===== src/rtl/kvs_port_arb.sv =====
// Purpose     : round-robin arbiter funnelling NPORT key/flag request ports into one database port,
//               routing in-order database results back to the originating port via a tag FIFO.
// Latency     : 1 cycle request->db_valid, 1 cycle db_out_valid->out_valid.
// Backpressure: in_ready is one-hot to the round-robin winner and drops while TAG_DEPTH tags are outstanding.
//
// Ports:
//   clk, rst_n              single clock, asynchronous active-low reset
//   in_key/in_flag/in_valid per-port requests (port p at [p*W +: W]); in_ready per-port accept
//   db_key/db_flag/db_valid registered request to the database
//   db_out_valid/db_out_flag in-order database results
//   out_valid/out_flag      registered per-port results
//   err_orphan              sticky: a result arrived with no outstanding tag
//   req_cnt                 per-port accepted-request counters (32 bits each)
// Build option: define KVS_ARB_STATS_EN to enable the saturating req_cnt counters (else req_cnt is 0).
module kvs_port_arb #(
    parameter int NPORT     = 2,
    parameter int KEY_SIZE  = 96,
    parameter int FLAG_SIZE = 4,
    parameter int TAG_DEPTH = 16
) (
    input  logic                       clk,
    input  logic                       rst_n,
    input  logic [NPORT*KEY_SIZE-1:0]  in_key,
    input  logic [NPORT*FLAG_SIZE-1:0] in_flag,
    input  logic [NPORT-1:0]           in_valid,
    output logic [NPORT-1:0]           in_ready,
    output logic [KEY_SIZE-1:0]        db_key,
    output logic [FLAG_SIZE-1:0]       db_flag,
    output logic                       db_valid,
    input  logic                       db_out_valid,
    input  logic [FLAG_SIZE-1:0]       db_out_flag,
    output logic [NPORT-1:0]           out_valid,
    output logic [NPORT*FLAG_SIZE-1:0] out_flag,
    output logic                       err_orphan,
    output logic [NPORT*32-1:0]        req_cnt
);

    localparam int PW = (NPORT > 1) ? $clog2(NPORT) : 1;
    localparam int TW = $clog2(TAG_DEPTH);

    logic [PW-1:0]  rr_ptr;
    logic [TW:0]    count;
    logic [TW-1:0]  wr_ptr;
    logic [TW-1:0]  rd_ptr;
    logic [PW-1:0]  tag_mem [TAG_DEPTH];
    logic [PW-1:0]  head_tag;

    logic [NPORT-1:0]     rot_valid;
    logic                 found;
    logic [PW:0]          win_sum;
    logic [PW-1:0]        win_idx;
    logic [NPORT-1:0]     grant;
    logic                 can_push;
    logic                 xfer;
    logic                 pop;
    logic [KEY_SIZE-1:0]  win_key;
    logic [FLAG_SIZE-1:0] win_flag;

    // Gating with rst_n keeps in_ready low for the whole reset window.
    assign can_push = rst_n && (count < (TW+1)'(TAG_DEPTH));

    // Rotate the valids so bit 0 is the port at rr_ptr, take the first set bit,
    // then map the offset back to an absolute port index modulo NPORT.
    always_comb begin
        rot_valid = NPORT'({in_valid, in_valid} >> rr_ptr);
        found     = 1'b0;
        win_sum   = '0;
        for (int i = 0; i < NPORT; i++) begin
            if (!found && rot_valid[i]) begin
                found   = 1'b1;
                win_sum = {1'b0, rr_ptr} + (PW+1)'(i);
            end
        end
        if (win_sum >= (PW+1)'(NPORT)) begin
            win_sum = win_sum - (PW+1)'(NPORT);
        end
        win_idx = win_sum[PW-1:0];
        grant   = '0;
        if (found && can_push) begin
            grant[win_idx] = 1'b1;
        end
    end

    assign in_ready = grant;
    assign xfer     = |grant;
    assign pop      = db_out_valid && (count != '0);
    assign head_tag = tag_mem[rd_ptr];

    always_comb begin
        win_key  = '0;
        win_flag = '0;
        for (int p = 0; p < NPORT; p++) begin
            if (grant[p]) begin
                win_key  = in_key[p*KEY_SIZE +: KEY_SIZE];
                win_flag = in_flag[p*FLAG_SIZE +: FLAG_SIZE];
            end
        end
    end

    // Tag storage needs no reset: only entries between rd_ptr and wr_ptr are ever read.
    always_ff @(posedge clk) begin
        if (xfer) begin
            tag_mem[wr_ptr] <= win_idx;
        end
    end

    always_ff @(posedge clk or negedge rst_n) begin
        if (!rst_n) begin
            db_valid   <= 1'b0;
            db_key     <= '0;
            db_flag    <= '0;
            out_valid  <= '0;
            out_flag   <= '0;
            err_orphan <= 1'b0;
            rr_ptr     <= '0;
            count      <= '0;
            wr_ptr     <= '0;
            rd_ptr     <= '0;
        end else begin
            db_valid <= xfer;
            if (xfer) begin
                db_key  <= win_key;
                db_flag <= win_flag;
                rr_ptr  <= (win_idx == PW'(NPORT-1)) ? '0 : win_idx + 1'b1;
                wr_ptr  <= wr_ptr + 1'b1;
            end
            if (pop) begin
                rd_ptr <= rd_ptr + 1'b1;
            end
            case ({xfer, pop})
                2'b10:   count <= count + 1'b1;
                2'b01:   count <= count - 1'b1;
                default: count <= count;
            endcase
            out_valid <= '0;
            for (int p = 0; p < NPORT; p++) begin
                if (pop && head_tag == PW'(p)) begin
                    out_valid[p]                       <= 1'b1;
                    out_flag[p*FLAG_SIZE +: FLAG_SIZE] <= db_out_flag;
                end
            end
            if (db_out_valid && count == '0) begin
                err_orphan <= 1'b1;
            end
        end
    end

`ifdef KVS_ARB_STATS_EN
    logic [31:0] cnt_q [NPORT];

    always_ff @(posedge clk or negedge rst_n) begin
        if (!rst_n) begin
            for (int p = 0; p < NPORT; p++) begin
                cnt_q[p] <= '0;
            end
        end else begin
            for (int p = 0; p < NPORT; p++) begin
                if (grant[p] && cnt_q[p] != 32'hFFFF_FFFF) begin
                    cnt_q[p] <= cnt_q[p] + 32'd1;
                end
            end
        end
    end

    for (genvar g = 0; g < NPORT; g++) begin : g_cnt
        assign req_cnt[g*32 +: 32] = cnt_q[g];
    end
`else
    assign req_cnt = '0;
`endif

endmodule


===== config.mk =====
export PLATFORM = sky130hd
export DESIGN_NAME = kvs_port_arb
export DESIGN_NICKNAME = d
export VERILOG_FILES = /design/src/rtl/kvs_port_arb.sv
export SDC_FILE = /design/constraint.sdc
export NUM_CORES = 1
export LEC_CHECK = 0
export ABC_AREA = 1
export ABC_CLOCK_PERIOD_IN_PS = 2300
export BUFFER_PORTS_ARGS = -buffer_cell sky130_fd_sc_hd__buf_2
export CAP_MARGIN = 15
export CORE_AREA = 5 5 147 149
export CTS_CLUSTER_DIAMETER = 200
export DETAILED_ROUTE_END_ITERATION = 8
export DIE_AREA = 0 0 152 154
export PLACE_DENSITY = 0.68
export SETUP_SLACK_MARGIN = 0.05
export SLEW_MARGIN = 20
export SYNTH_ARGS = -nofsm -noshare
export SYNTH_HDL_FRONTEND = slang
export SYNTH_SLANG_ARGS = --single-unit

===== constraint.sdc =====
create_clock -name clk -period 2.3 [get_ports clk]
set_input_delay 0.345 -clock clk [delete_from_list [all_inputs] [get_ports clk]]
set_output_delay 0.345 -clock clk [all_outputs]
set_load 0.02 [all_outputs]

==> flow_summary.yaml, run 1 <==
run_status:
  status: "finished clean"
synthesis:
  synth_compound_area_share_pct: 0.611
  ys_seq_area_share_pct: 52.2
  yosysMostFrequentCell: "nand2_1"
  synth_top_family_by_area: "simple AND/OR/NAND/NOR gates"
  synth_cell_types: 25
  synth-simple-area-share_pct: 31.3
  synth_mux_area_share_pct: 0
  synth_fa_ha_area_share_pct: 1.62
  synth_ff_type: "dfrtp_1"
  yosysTopAreaCell: "dfrtp_1"
  synth_edf_count: 16
  synth_xor_area_share_pct: 1.62
  yosysTopAreaCellShare_pct: 45.3
  synth_area_leaders: "dfrtp_1 45%, nand2_1 20%, nand3_1 8.3%"
  synth_commonest_cells: "367 x nand2_1, 126 x dfrtp_1, 115 x nand3_1, 65 x buf_4, 31 x inv_1"
  yosys_warnings: 0
  ys_seq_elements: 142
  synth_area_um2: 6960
  async_flop_share_pct: 88.7
  avgSynthCellArea_um2: 8.44
  syn-instance-count: 825
final_layout:
  finalNetCount: 1358
  synthToLayoutAreaGrowth_pct: 31.8
  n_fill_cell: 1981
  num_antenna_cells: 0
  drive_above_1_share_pct: 33.4
global_route:
  grt_antenna_before_repair: 1
  grtUsageTotal_pct: 16.8
  grt_max_degree: 127
  grt_pass1_wl_mm: 31.9
  overflow: 0
  grt_pass1_vias: 6055
floorplan:
  core_um2: 20000
  dieArea_um2: 23400
  initial_core_util_pct: 34.7
  fp-row-count: 52
  die_y_um: 154
  num_io_pins: 387
  die_w_um: 152
clocking:
  cts_tree: "built"
  cts_sinks: 142
  clock_path_buffers: 2
  cts_hold_buf: 0
  cts_htree_levels: 4
  postCtsSetupRepairBufs: 0
  numCtsBuffers: 17
  cts_root_buffer: "clkbuf_16"
  clkSlewWorstSetupHoldPaths_ns: 0.06
  clk-insertion-delay-late_ns: 0.41
timing:
  fmax_ghz: 0.482
  finalCritPeriodShare_pct: 90.1
  relSlewSlack_pct: 25.1
  setup_ws_ns: 0.227
  rsz0062_at_grt: "false"
  whs_ns: 0.0000490
  fin_crit_ns: 2.07
  report.final.setup_viol: 0
  tns_ns: 0
  tightest_slew_ns: 1.12
  drv_slew: 0
  hold_viol: 0
  fin_skew_ns: 0.0130
min_path:
  hold_class: "in2async"
drt:
  routed_wl_mm: 20.2
  post-route-drc-count: 0
  first_pass_iters: 5
  wl_per_cell_um: 14.2
  drt_iter0_drc: 296
  ant_nets: 0
  route.detailed.vias_per_inst: 4.37
  route.vias.total: 6224
placed_design:
  hpwl_mm: 15.4
  port_buffers: 322
  post-place-ws_ns: 0.238
  place.gp.congestion: 0.868
worst_setup_path:
  r2r-end: "count[4]"
  path_max_fanout: 11
  critPathMostFrequentCell: "nand2_1"
  crit_path_end_kind: "primary output"
  regToRegSetupSlack_ns: 0.32
  crit_type: "reg2out"
  cp-start-kind: "flip-flop"
  worst_ep_required_time_ns: 1.96
  crit_chain: "inv_2, nand2_1, nor2_2, buf_4, nand2_1, inv_4, buf_2"
  slowest_stage: "dfrtp_1"
  ff2ff_path_depth: 14
  reg2reg_from: "count[4]"
  cp_top_family: "buffers and inverters"
  crit_buf_inv: 4
  max_stage_delay_ns: 0.42
  worstPathArrival_ns: 1.73
power_and_ir_drop:
  p_per_area_nw_per_um2: 1330
  p_leak_uw: 0.00501
  irDropWorstVdd_mv: 0.607
  power.total_uw: 12200
flow_run:
  maxCapViolations: 0
## kinds of logic after synthesis
kind of cell	count (synthesis)
and+or+nand+nor	518
adders and majority gates	9
DFF	142
xor gates and xnor gates	12
AOI/OAI and AO/OA	7
other	1
buffers and inverters	136
## layer usage
layer,global-route usage [%],share of wire [%],up-vias
met5,0,0.035,-
met4,4.32,1.4,2
met3,5.51,8.0,22
met2,28.1,49,284
met1,21.0,41,2827
li1,-,-,3089
## through the flow
step	utilization (%)	cell area, um^2	instances
floorplan	-	7200	888
detailed placement	42.8	8570	1391
global route	45.8	9170	1423
CTS	45.7	9160	1423
finish	45.8	9170	1423
global placement	42.8	8570	1391
## sequential cells by signal, indices dropped and copies added (netlist names)
register,cells
rd_ptr,4
out_valid,2
rr_ptr,1
tag_mem,16
count,5
err_orphan,1
out_flag,8
wr_ptr,4
db_flag,4
db_valid,1
db_key,96
## repair_timing
item,in CTS,in global routing
gates resized for setup,0,3
endpoints found under the setup margin,0,2
hold endpoints to repair,0,0
## how the worst max path moves through the flow
stage               startpoint           to  slack [ns]  cells after the start
finish                count[4]  in_ready[0]        0.23                      7
global route          count[4]  in_ready[0]        0.06                      7
CTS                   count[4]  in_ready[0]        0.13                      7
detailed placement       rst_n     count[4]        0.24                     14
global placement         rst_n     count[4]        0.25                     14
floorplan             count[0]     count[4]        0.22                     15
## placed cells by master (no fill, tap or decap), types with 5 or more instances in the layout
master	n
nand3_2	5
inv_1	30
nand4_1	6
buf_2	321
ha_1	8
inv_6	5
edfxtp_1	16
clkbuf_16	18
buf_12	5
nor2_1	19
nand3_1	115
conb_1	64
dfrtp_1	126
xor2_1	8
nand2_1	367
buf_4	8
## report_power, final
| group | internal, uW | switching [uW] | leakage, uW |
|---|---|---|---|
| Clock | 1600 | 1100 | 0.000286 |
| Combinational | 1750 | 3400 | 0.00304 |
| Sequential | 3640 | 709 | 0.00168 |
| Total | 7000 | 5210 | 0.00501 |
## final cells by class
cell class | count | area, um^2 | share of cell area, %
Clock buffer | 19 | 464 | 5.06
Clock inverter | 13 | 126 | 1.38
Inverter | 35 | 140 | 1.53
Multi-Input combinational cell | 610 | 2710 | 29.5
Sequential cell | 142 | 3630 | 39.6
Tap cell | 270 | 338 | 3.68
Timing Repair Buffer | 334 | 1770 | 19.3
Note: power is estimated with default switching activity, not from simulation.
==> run 2, diff against run 1 <==
--- a/config.mk
+++ b/config.mk
@@ -13,6 +13,7 @@
 export CTS_CLUSTER_DIAMETER = 200
 export DETAILED_ROUTE_END_ITERATION = 8
 export DIE_AREA = 0 0 152 154
+export MAX_ROUTING_LAYER = met4
 export PLACE_DENSITY = 0.68
 export SETUP_SLACK_MARGIN = 0.05
 export SLEW_MARGIN = 20
==> flow_summary.yaml, run 2 (synthesis results as in run 1) <==
run_status:
  status: "finished clean"
clocking:
  cts_hold_buf: 0
  cts_root_buffer: "clkbuf_16"
  numCtsBuffers: 17
  cts_tree: "built"
  cts_sinks: 142
  clkSlewWorstSetupHoldPaths_ns: 0.06
  clock_path_buffers: 2
  cts_htree_levels: 4
  clk-insertion-delay-late_ns: 0.41
global_route:
  grt_max_degree: 127
  grt_pass1_wl_mm: 32.3
  grtUsageTotal_pct: 17.5
  grt_pass1_vias: 6131
  grt_antenna_before_repair: 1
  overflow: 0
timing:
  rsz0062_at_grt: "false"
  fin_crit_ns: 2.07
  fin_skew_ns: 0.00767
  report.final.setup_viol: 0
  tightest_slew_ns: 1.10
  tns_ns: 0
  relSlewSlack_pct: 26.9
  finalCritPeriodShare_pct: 90.0
  fmax_ghz: 0.483
  drv_slew: 0
  hold_viol: 0
worst_setup_path:
  crit_path_end_kind: "flip-flop"
  worst_ep_required_time_ns: 2.60
  slowest_stage: "dfrtp_1"
  max_stage_delay_ns: 0.42
  path_max_fanout: 4
  worstPathArrival_ns: 2.37
  crit_chain: "inv_2, nand2_1, nor2_2, clkinv_2, ha_1, xor2_2, ha_1, inv_1, nand2_1, nand3_1, nand2_1, xor2_1, nand2_1, nand2_1"
  critPathMostFrequentCell: "nand2_1"
  crit_type: "reg2reg"
  cp-start-kind: "flip-flop"
power_and_ir_drop:
  irDropWorstVdd_mv: 0.538
  switching_share_pct: 42.0
  comb_power_share_pct: 41.8
  p_per_area_nw_per_um2: 1340
  p_switching_uw: 5200
  p_leak_uw: 0.00503
  power.total_uw: 12400
  pwr-share-clk_pct: 23.0
  intPower_uw: 7180
  seqPwrFrac_pct: 35.2
drt:
  post-route-drc-count: 0
  ant_nets: 0
  route.detailed.vias_per_inst: 4.35
  first_pass_iters: 5
  drt_iter0_drc: 419
  routed_wl_mm: 20.4
  wl_per_cell_um: 14.3
  route.vias.total: 6207
placed_design:
  place.gp.congestion: 0.880
  port_buffers: 322
  hpwl_mm: 15.5
final_layout:
  drive_above_1_share_pct: 33.4
  synthToLayoutAreaGrowth_pct: 32.4
  fin_util_pct: 46.0
  most-common-layout-cells: "367 x nand2_1, 321 x buf_2, 126 x dfrtp_1, 115 x nand3_1, 64 x conb_1"
  largest_reg_flops: 96
  final_common_cell: "nand2_1"
  finalNetCount: 1362
  largest_registers: "db_key (96), tag_mem (16), out_flag (8)"
  n_fill_cell: 2020
  regMostFlops: "db_key"
floorplan:
  initial_core_util_pct: 34.7
  core_um2: 20000
  die_y_um: 154
  die_w_um: 152
  dieArea_um2: 23400
  num_io_pins: 387
  fp-row-count: 52
min_path:
  hold_class: "in2async"
flow_run:
  maxCapViolations: 0
-- run 2: cell types whose count changed in the layout (fill, tap and decap cells not counted), sizes merged --
| cell | previous run | this run |
|---|---|---|
| bufinv | 1 | 3 |
| clkinv | 6 | 7 |
| inv | 39 | 35 |
| diode | 0 | 1 |
| clkbuf | 19 | 20 |
| buf | 334 | 338 |
-- run 2: critical path: cells and delay by family, from the launching register on --
family / cells / cell delay [ns]
xor+xnor: 2 / 0.31
fa+ha+maj: 2 / 0.47
buf+inv: 3 / 0.19
flops: 1 / 0.42
simple gates: 7 / 0.56
-- run 2: power groups by stage --
stage	Sequential [uW]	Combinational, uW	Clock [uW]
floorplan	5440	2350	0
global placement	4360	5170	0
detailed placement	4350	5250	0
CTS	4350	5240	2930
global route	4500	5720	3050
finish	4360	5170	2840
-- run 2: worst paths after layout --
check / startpoint / to / slack, ns / cells past startpoint
max: count[4] / count[4] / 0.23 / 14
min: rst_n / out_flag[3] / 0.06 / 2
max reg2reg: count[4] / count[4] / 0.23 / 14
min reg2reg: out_flag[1] / out_flag[1] / 0.47 / 2
max in group asynchronous: rst_n / db_key[40] / 1.68 / 2
min in group clk: in_key[53] / db_key[53] / 0.13 / 3
-- run 2: what timing repair did --
action,4_1_cts,5_1_grt
gates cloned,0,0
gates resized for setup,2,2
setup endpoints to repair,1,2
endpoints found under the hold margin,0,0
buffers inserted,0,2
-- run 2: per-layer routing --
layer	share of wire (%)	GRT usage, %	vias to the layer above
li1	-	-	3098
met1	42	22.1	2803
met2	49	28.3	276
met3	6.8	4.10	30
met4	2.2	5.31	0
met5	0	-	-
-- run 2: layout make-up --
| class | instances | area, um^2 | share of cell area [%] |
|---|---|---|---|
| multi-input combinational | 610 | 2700 | 29.3 |
| inverter | 35 | 143 | 1.55 |
| tap | 270 | 338 | 3.66 |
| clock inverter | 12 | 159 | 1.72 |
| clock buffer | 20 | 457 | 4.95 |
| sequential | 142 | 3630 | 39.4 |
| timing repair buffer | 338 | 1780 | 19.4 |
| antenna | 1 | 2.50 | 0.0271 |
-- run 2: metrics by stage --
step                      cells  cell area, um^2  setup slack [ns]  hold WS, ns
after detailed placement   1393             8570             0.245        0.459
after global placement     1393             8570             0.238        0.453
after global routing       1428             9220            0.0471        0.121
final                      1428             9220             0.229       0.0595
after floorplan             888             7200             0.217       0.0494
after CTS                  1425             9190            0.0596       0.0939
